**src/rtl/apes_pkg.sv**
```systemverilog
// apes_pkg: shared state encodings, default channel count and counter
// widths for the detector pulse-input conditioner.
`timescale 1ns/1ps
package apes_pkg;

   // Per-channel conditioner states; chan_busy is simply (state != IDLE).
   typedef enum logic [1:0] {
      IDLE = 2'd0,
      QUAL = 2'd1,
      HIGH = 2'd2,
      DEAD = 2'd3
   } chan_state_t;

   localparam int NCH_DEFAULT = 50;
   localparam int WCNT_W      = 4;    // width-qualification counter
   localparam int DCNT_W      = 8;    // dead-time counter
   localparam int HCNT_W      = 13;   // continuous-high counter for stuck detection

endpackage

```
**src/rtl/inpulse_chan.sv**
```systemverilog
// inpulse_chan: one detector channel. Synchronises the raw discriminator
// output into clk50, qualifies a minimum pulse width, emits one count strobe
// per pulse, holds off for a dead time and flags pile-up during it.
// Optional stuck-high detector built only when STUCK_DETECT_EN is defined;
// otherwise stuck is tied low.
`timescale 1ns/1ps
module inpulse_chan
   import apes_pkg::*;
#(
   parameter int SYNC_STAGES  = 2,
   parameter int MIN_WIDTH    = 3,
   parameter int DEAD_TIME    = 10
`ifdef STUCK_DETECT_EN
   ,parameter int STUCK_CYCLES = 5000
`endif
) (
   input  logic clk50,
   input  logic rst,
   input  logic enable,
   input  logic raw,
   output logic pulse_stb,
   output logic pileup_stb,
   output logic busy,
   output logic stuck
);

   localparam logic [WCNT_W-1:0] WCNT_MIN  = WCNT_W'(MIN_WIDTH);
   localparam logic [WCNT_W-1:0] WCNT_ONE  = WCNT_W'(1);
   localparam logic [DCNT_W-1:0] DCNT_INIT = DCNT_W'(DEAD_TIME);
   localparam logic [DCNT_W-1:0] DCNT_ONE  = DCNT_W'(1);

   logic [SYNC_STAGES-1:0] sync_reg;
   logic                   s_d_reg;
   logic [SYNC_STAGES:0]   prime_reg;
   logic                   s;
   logic                   rise;
   logic                   edge_ok;

   chan_state_t            state_reg;
   logic [WCNT_W-1:0]      wcnt_reg;
   logic [DCNT_W-1:0]      dcnt_reg;
   logic                   pulse_stb_reg;
   logic                   pileup_stb_reg;
   logic                   busy_reg;

   assign s    = sync_reg[SYNC_STAGES-1];
   assign rise = s & ~s_d_reg;
   // Reset clears the synchroniser, so an input held high through reset would
   // look like a fresh rise once the chain refills. Edges only count once the
   // chain and s_d hold genuine input samples again.
   assign edge_ok = prime_reg[SYNC_STAGES];

   // Synchroniser chain, edge-detect delay and post-reset priming shifter.
   always_ff @(posedge clk50) begin
      if (rst) begin
         sync_reg  <= '0;
         s_d_reg   <= 1'b0;
         prime_reg <= '0;
      end else begin
         sync_reg  <= {sync_reg[SYNC_STAGES-2:0], raw};
         s_d_reg   <= s;
         prime_reg <= {prime_reg[SYNC_STAGES-1:0], 1'b1};
      end
   end

   // Channel FSM with registered strobes and busy flag.
   always_ff @(posedge clk50) begin
      if (rst || !enable) begin
         state_reg      <= IDLE;
         wcnt_reg       <= '0;
         dcnt_reg       <= '0;
         pulse_stb_reg  <= 1'b0;
         pileup_stb_reg <= 1'b0;
         busy_reg       <= 1'b0;
      end else begin
         pulse_stb_reg  <= 1'b0;
         pileup_stb_reg <= 1'b0;
         case (state_reg)
            IDLE: begin
               // Only a rise seen in the synced domain arms the channel, so a
               // level still high from before cannot be counted twice.
               if (rise && edge_ok) begin
                  wcnt_reg <= WCNT_ONE;
                  busy_reg <= 1'b1;
                  if (WCNT_MIN == WCNT_ONE) begin
                     pulse_stb_reg <= 1'b1;
                     state_reg     <= HIGH;
                  end else begin
                     state_reg <= QUAL;
                  end
               end
            end
            QUAL: begin
               if (wcnt_reg == WCNT_MIN) begin
                  // Width qualified: strobe once, then track the falling edge.
                  pulse_stb_reg <= 1'b1;
                  wcnt_reg      <= '0;
                  if (s) begin
                     state_reg <= HIGH;
                  end else if (DCNT_INIT == '0) begin
                     state_reg <= IDLE;
                     busy_reg  <= 1'b0;
                  end else begin
                     state_reg <= DEAD;
                     dcnt_reg  <= DCNT_INIT;
                  end
               end else if (!s) begin
                  // Too short: dropped silently.
                  state_reg <= IDLE;
                  wcnt_reg  <= '0;
                  busy_reg  <= 1'b0;
               end else begin
                  wcnt_reg <= wcnt_reg + 1'b1;
               end
            end
            HIGH: begin
               if (!s) begin
                  if (DCNT_INIT == '0) begin
                     state_reg <= IDLE;
                     busy_reg  <= 1'b0;
                  end else begin
                     state_reg <= DEAD;
                     dcnt_reg  <= DCNT_INIT;
                  end
               end
            end
            DEAD: begin
               // A new rise here is pile-up: flagged, not counted, and the
               // hold-off is not extended.
               if (rise) begin
                  pileup_stb_reg <= 1'b1;
               end
               if (dcnt_reg <= DCNT_ONE) begin
                  state_reg <= IDLE;
                  dcnt_reg  <= '0;
                  busy_reg  <= 1'b0;
               end else begin
                  dcnt_reg <= dcnt_reg - 1'b1;
               end
            end
            default: begin
               state_reg <= IDLE;
               busy_reg  <= 1'b0;
            end
         endcase
      end
   end

   assign pulse_stb  = pulse_stb_reg;
   assign pileup_stb = pileup_stb_reg;
   assign busy       = busy_reg;

`ifdef STUCK_DETECT_EN
   localparam logic [HCNT_W-1:0] HCNT_MAX = HCNT_W'(STUCK_CYCLES);

   logic [HCNT_W-1:0] hcnt_reg;
   logic              stuck_reg;

   // Continuous-high counter; the stuck flag latches until reset and never
   // blocks counting.
   always_ff @(posedge clk50) begin
      if (rst) begin
         hcnt_reg  <= '0;
         stuck_reg <= 1'b0;
      end else begin
         if (!s) begin
            hcnt_reg <= '0;
         end else if (hcnt_reg != HCNT_MAX) begin
            hcnt_reg <= hcnt_reg + 1'b1;
         end
         if (s && (hcnt_reg == HCNT_MAX - 1'b1)) begin
            stuck_reg <= 1'b1;
         end
      end
   end

   assign stuck = stuck_reg;
`else
   assign stuck = 1'b0;
`endif

endmodule

```
**src/rtl/inpulse_conditioner.sv**
```systemverilog
// inpulse_conditioner: front-end conditioner for the detector pulse inputs,
// feeding pulse_counters. Pure wrapper: NCH independent inpulse_chan copies.
// Define STUCK_DETECT_EN to build the per-channel stuck-high detectors.
`timescale 1ns/1ps
module inpulse_conditioner
   import apes_pkg::*;
#(
   parameter int NCH          = NCH_DEFAULT,
   parameter int SYNC_STAGES  = 2,
   parameter int MIN_WIDTH    = 3,
   parameter int DEAD_TIME    = 10
`ifdef STUCK_DETECT_EN
   ,parameter int STUCK_CYCLES = 5000
`endif
) (
   input  logic           clk50,
   input  logic           rst,
   input  logic           enable,
   input  logic [NCH-1:0] Inpulse_raw,
   output logic [NCH-1:0] pulse_stb,
   output logic [NCH-1:0] pileup_stb,
   output logic [NCH-1:0] chan_busy,
   output logic [NCH-1:0] stuck
);

   genvar gi;
   generate
      for (gi = 0; gi < NCH; gi++) begin : g_chan
         inpulse_chan #(
            .SYNC_STAGES  (SYNC_STAGES),
            .MIN_WIDTH    (MIN_WIDTH),
            .DEAD_TIME    (DEAD_TIME)
`ifdef STUCK_DETECT_EN
            ,.STUCK_CYCLES (STUCK_CYCLES)
`endif
         ) u_chan (
            .clk50      (clk50),
            .rst        (rst),
            .enable     (enable),
            .raw        (Inpulse_raw[gi]),
            .pulse_stb  (pulse_stb[gi]),
            .pileup_stb (pileup_stb[gi]),
            .busy       (chan_busy[gi]),
            .stuck      (stuck[gi])
         );
      end
   endgenerate

endmodule
```
**config.mk**
```make
export PLATFORM = sky130hd
export DESIGN_NAME = inpulse_conditioner
export DESIGN_NICKNAME = d
export VERILOG_FILES = /design/src/rtl/apes_pkg.sv /design/src/rtl/inpulse_chan.sv /design/src/rtl/inpulse_conditioner.sv
export SDC_FILE = /design/constraint.sdc
export NUM_CORES = 2
export LEC_CHECK = 0
export CORE_MARGIN = 5
export CORE_UTILIZATION = 45
export DETAILED_ROUTE_END_ITERATION = 7
export GPL_TIMING_DRIVEN = 0
export SLEW_MARGIN = 20
export SYNTH_ARGS = -nofsm -noshare
export SYNTH_HDL_FRONTEND = slang
export SYNTH_SLANG_ARGS = --single-unit
```
**constraint.sdc**
```tcl
create_clock -name clk50 -period 2.2 [get_ports clk50]
set_clock_uncertainty 0.05 [all_clocks]
set_input_delay 0.55 -clock clk50 [delete_from_list [all_inputs] [get_ports clk50]]
set_output_delay 0.55 -clock clk50 [all_outputs]
set_load 0.005 [all_outputs]
```
### After elaboration in Yosys (flattened, before gate mapping)

Index checks and enable logic that the tools add are counted.

| word-level totals | value |
|---|---|
| input port bits | 53 |
| word-level logic and storage cells | 3102 |
| bits in registers | 1150 |

| cells by class | value |
|---|---|
| $add $sub $neg | 100 |
| magnitude comparators | 50 |
| equality and inequality tests | 550 |
| bitwise logic cells | 200 |
| multiplexer cells | 1150 |
| reduce and logical (&&, ||, !) cells | 552 |

Operators with widths:

| cell | number |
|---|---|
| 8-bit two-way mux | 150 |
| 8-bit case mux with 3 select lines | 50 |
| 4-bit two-way mux | 150 |
| 2-bit two-way mux | 250 |
| 8-bit by 1-bit less-or-equal comparator with 1-bit output (second input constant) | 50 |
| 1-bit two-way mux | 400 |
| 2-bit case mux with 4 select lines | 50 |
| 4-bit case mux with 2 select lines | 50 |
| 8-bit by 1-bit subtractor with 8-bit output (second input constant) | 50 |
| 2-bit by 1-bit != test with 1-bit output (second input constant) | 150 |
| 2-bit != test (second input constant) | 150 |
| 3-bit nonzero test | 100 |
| 5-bit AND reduction | 50 |
| 4-bit by 1-bit adder with 4-bit output (second input constant) | 50 |
| 2-bit == test (second input constant) | 100 |
| 4-bit by 2-bit == test with 1-bit output (second input constant) | 50 |
| 2-bit AND reduction | 100 |
| 4-bit AND reduction | 50 |
| 2-bit OR reduction | 100 |
| 3-bit != test (second input constant) | 50 |
| 1-bit NOT | 150 |
| 1-bit case mux with 3 select lines | 50 |
| 2-bit by 1-bit == test with 1-bit output (second input constant) | 50 |
| 2-bit zero test | 50 |
| other kinds (5) | 152 |

### Longest topological paths before layout

| depth | value |
|---|---|
| depth in word-level cells | 5 |
| mapped depth | 7 |
| depth with buffers taken out | 6 |

### Modules after synthesis

From an unflattened synthesis, not the netlist that was laid out.

| unflattened totals | value |
|---|---|
| cells, all modules | 6300 |
| area, all modules | 57305.0 um^2 |

By module, submodules not included:

| module | cells each | times used | sequential area each (um^2) | area an instance (um^2) |
|---|---|---|---|---|
| inpulse_chan | 126 | 50 | 460.4 | 1146.1 |

### Least setup slack after synthesis

No wires, ideal clock.

| path | value |
|---|---|
| kind | input-to-reg |
| start point | input rst |
| end point | register g_chan[22].u_chan.dcnt_reg[6] |
| setup time | 0.086 ns |
| stages on the path | 7 |
| path slack | 0.269 ns |
| arrival time | 1.795 ns |
| cell sequence | buf_2 > nor2b_1 > buf_2 > clkbuf_1 > clkbuf_1 > o221ai_1 > a211oi_1 |

| on the way | value |
|---|---|
| cells in the longest elaborated chain, start to end | 1 |

Ends and longest elaborated chain:

| item | line | source |
|---|---|---|
| from (decl) | inpulse_conditioner.sv:17 | `input logic rst,` |
| 1-bit logical OR | inpulse_chan.sv:68 | `if (rst \|\| !enable) begin` |
| to (signal assigned) | inpulse_chan.sv:138 | `dcnt_reg <= dcnt_reg - 1'b1;` |
| to (decl) | inpulse_chan.sv:41 | `logic [DCNT_W-1:0] dcnt_reg;` |

No other way between the ends.
A chain may end at the register's enable or synchronous reset.

### Worst setup path in the final report

| path | value |
|---|---|
| start point | input enable |
| end point | register g_chan[30].u_chan.pileup_stb_reg |

| on the way | value |
|---|---|
| cells in the longest elaborated chain, start to end | 3 |

Ends and longest elaborated chain:

| item | line | source |
|---|---|---|
| from (decl) | inpulse_conditioner.sv:18 | `input logic enable,` |
| 1-bit zero test | inpulse_chan.sv:68 |  |
| 1-bit logical OR | inpulse_chan.sv:68 |  |
| 2-bit OR reduction (no source line) | n/a |  |
| to (signal assigned) | inpulse_chan.sv:73 | `pileup_stb_reg <= 1'b0;` |
| to (signal assigned) | inpulse_chan.sv:77 | `pileup_stb_reg <= 1'b0;` |
| to (signal assigned) | inpulse_chan.sv:131 | `pileup_stb_reg <= 1'b1;` |
| to (decl) | inpulse_chan.sv:43 | `logic pileup_stb_reg;` |

No other way between the ends.

==> results.sh <==
export IMPL_power_internal_mw=31.37
export IMPL_clock_fmax_mhz=449.3
export IMPL_cts_root_buf="clkbuf_16"
export IMPL_start_kind="input port"
export IMPL_dr_first_iter_drc_count=3793
export IMPL_hold_path_class="input port to flop"
export IMPL_critPathMostFrequentCell="clkbuf_2"
export IMPL_dp_hpwl_mm=104.1
export IMPL_finalHoldViolCount=0
export IMPL_avgRoutedWirePerCell_um=19.57
export IMPL_switching_share_pct=22.94
export IMPL_grt_pass1_wl_mm=229.2
export IMPL_synth_warnings=0
export IMPL_largest_reg_flops=400
export IMPL_gp_congestion=0.8842
export IMPL_seq_area_frac_synth_pct=40.41
export IMPL_fin_util_pct=53.26
export IMPL_power_switching_mw=9.337
export IMPL_path_buf_inv=3
export IMPL_overflow=0
export IMPL_synth_top_area_share_pct=40.41
export IMPL_clock_sinks=1003
export IMPL_synth_flop_cell="dfxtp_1"
export IMPL_grt_max_degree=16
export IMPL_avgSynthCellArea_um2=8.589
export IMPL_setup_viol=3
export IMPL_powerDensity_nw_per_um2=693.6
export IMPL_first_global_vias=39776
export IMPL_fin_ws_ns=-0.02563
export IMPL_yosysTopAreaCell="dfxtp_1"
export IMPL_io_buffers=201
export IMPL_num_vias=44281
export IMPL_wl_mm=152.1
export IMPL_clockPowerShare_pct=51.0
export IMPL_worstMarginPinSlew_ns=1.097
export IMPL_critPathCaptureType="flop"
export IMPL_drc=0
export IMPL_ir_drop_mv=0.6261
export IMPL_slowest_stage="clkdlybuf4s50_1"
export IMPL_violations="setup timing"
export IMPL_whs_ns=0.1001
export IMPL_slew_viol_final=0
export IMPL_ys_types=81
export IMPL_layout_common_cells="927 x dfxtp_1, 569 x nor2_1, 387 x a21oi_1"
export IMPL_synth_cells=5785
export IMPL_layout_cells_most_common="dfxtp_1"
export IMPL_pwr_share_seq_pct=45.1
export IMPL_ant_nets=0
export IMPL_cp_arrival_ns=2.72
export IMPL_post_place_ws_ns=-1.863
export IMPL_postSynth_asyncResetShare_pct=0
export IMPL_path_cells="clkdlybuf4s50_1 > nand2_1 > clkbuf_2 > clkbuf_2 > nor4_1"
export IMPL_drive_above_1_share_pct=14.16
export IMPL_track_usage_pct=24.77
export IMPL_relSlewSlack_pct=26.87
export IMPL_syn_to_final_growth_pct=18.12
export IMPL_floorplan_die_area_um2=117200
export IMPL_routed_via_density=5.698
export IMPL_ios=253
export IMPL_die_y_um=342.3
export IMPL_coreArea_um2=110200
export IMPL_drt_pass1_iterations=6
export IMPL_min_period_ns=2.226
export IMPL_htreeDepth=3
export IMPL_start_util_pct=45.09
export IMPL_cts_tree="done"
export IMPL_drv_cap=0
export IMPL_clock_path_buffers=3
export IMPL_p_leak_nw=23.21
export IMPL_critical_path_required_ns=2.69
export IMPL_fp_dieW_um=342.3
export IMPL_holdBufCountCts=0
export IMPL_clk_pin_slew_ns=0.06
export IMPL_ys_ff_latch=1003
export IMPL_insertion_delay_ns=0.71
export IMPL_status="complete, but fails checks"
export IMPL_cts_buffers=113
export IMPL_min_period_over_period_pct=101.2
export IMPL_synth_area_leaders="dfxtp_1 40%, nor2_1 4.3%, a21oi_1 3.9%"
export IMPL_num_fill_cells=10428
export IMPL_antenna_found_initial=14
export IMPL_synth_area_um2=49690
export IMPL_cpPeakStageDelay_ns=0.64
export IMPL_nets=6385
export IMPL_setup_tns_ns=-0.04250
export IMPL_cp_top_family="buffers and inverters"
export IMPL_p_comb_share_pct=3.9
export IMPL_crit_fanout=10
export IMPL_rows=122
export IMPL_synth_edf_count=0
export IMPL_crit_type="input port to flop"
## power by group through the flow
stage	registers, mW	logic, mW	clock network [mW]
final	18.4	1.59	20.7
after detailed placement	18.8	1.54	0
after CTS	18.4	1.57	21.1
after floorplan	18.7	0.673	0
after global routing	18.4	1.65	21.9
after global placement	18.8	1.49	0
## kinds of logic (layout without fill, tap and decap cells)
| group | Yosys count | after routing | share of synthesized area (%) |
|---|---|---|---|
| adder cells (fa/ha/maj) | 150 | 150 | 3.777 |
| buffers and inverters | 730 | 1176 | 7.053 |
| AND/OR/NAND/NOR | 2205 | 2205 | 24.68 |
| multiplexers | 53 | 53 | 1.533 |
| flip-flops | 1003 | 1003 | 40.41 |
| XOR/XNOR | 127 | 127 | 2.239 |
| AO/OA/AOI/OAI | 1516 | 1516 | 20.30 |
| other | 1 | 54 | 0.007547 |
## final timing paths
check / from / to / slack (ns) / depth (start not counted)
worst max-delay path: enable / g_chan[30].u_chan.pileup_stb / -0.03 / 5
worst min-delay path: rst / g_chan[48].u_chan.prime_reg[0] / 0.10 / 2
worst max register to register: g_chan[30].u_chan.prime_reg[2] / g_chan[30].u_chan.wcnt_reg[0] / 0.02 / 5
worst min register to register: g_chan[1].u_chan.s_d_reg / g_chan[1].u_chan.pileup_stb / 0.33 / 1
## Yosys cell counts, types with 27 or more instances
master,count
a21oi_1,387
nand3_1,96
dfxtp_1,1003
nor3_1,157
nor3b_1,62
a22oi_1,63
o31ai_1,101
or2_2,27
nor4b_1,29
xor2_1,50
and3_1,87
o221a_2,45
o21ai_0,360
mux2i_1,33
nand2b_1,73
o21ba_2,57
ha_1,150
nor2b_1,223
a21o_1,52
nand3b_1,93
buf_4,200
nand2_1,301
or3_1,137
a31oi_1,87
and2_1,51
a22o_1,30
a32oi_1,46
clkbuf_1,220
a221oi_1,30
nor2_1,569
inv_1,293
or4_1,85
a211oi_1,35
xnor2_1,77
nor4_1,99
o221ai_1,69
## metrics by stage
step / power (mW) / area [um2] / instances
global route: 41.87 / 58680 / 7768
floorplan: 19.41 / 49870 / 5834
CTS: 41.07 / 58400 / 7758
detailed placement: 20.31 / 53980 / 7529
global placement: 20.26 / 53750 / 7523
finish: 40.71 / 58690 / 7772
## timing repair
action / in CTS / in global routing
buffers inserted: 18 / 10
endpoints found under the hold margin: 0 / 0
endpoints found under the setup margin: 788 / 246
gates resized for setup: 324 / 82
pin swaps: 0 / 1
## final cells by class
| class | instances | area (um2) | share of cell area [%] |
|---|---|---|---|
| multi-input cells | 4101 | 26530 | 45.20 |
| flip-flops and latches | 1003 | 20200 | 34.41 |
| clock buffers | 147 | 3238 | 5.517 |
| plain buffers | 435 | 2653 | 4.519 |
| repair buffers | 235 | 2192 | 3.735 |
| well taps | 1488 | 1862 | 3.172 |
| inverters | 293 | 1100 | 1.874 |
| clock inverters | 66 | 912.1 | 1.554 |
| diodes | 4 | 10.01 | 0.01705 |
## per-layer routing
metal | vias to the layer above | routed length (um) | part of all wire [%] | track usage, %
li1 | 21569 | - | - | -
met5 | - | 0 | 0 | 0
met4 | 0 | 5419 | 3.6 | 8.529
met2 | 1389 | 67650 | 44 | 39.21
met1 | 21061 | 68320 | 45 | 34.44
met3 | 262 | 10740 | 7.1 | 3.948
Note: power is estimated with default switching activity, not from simulation.
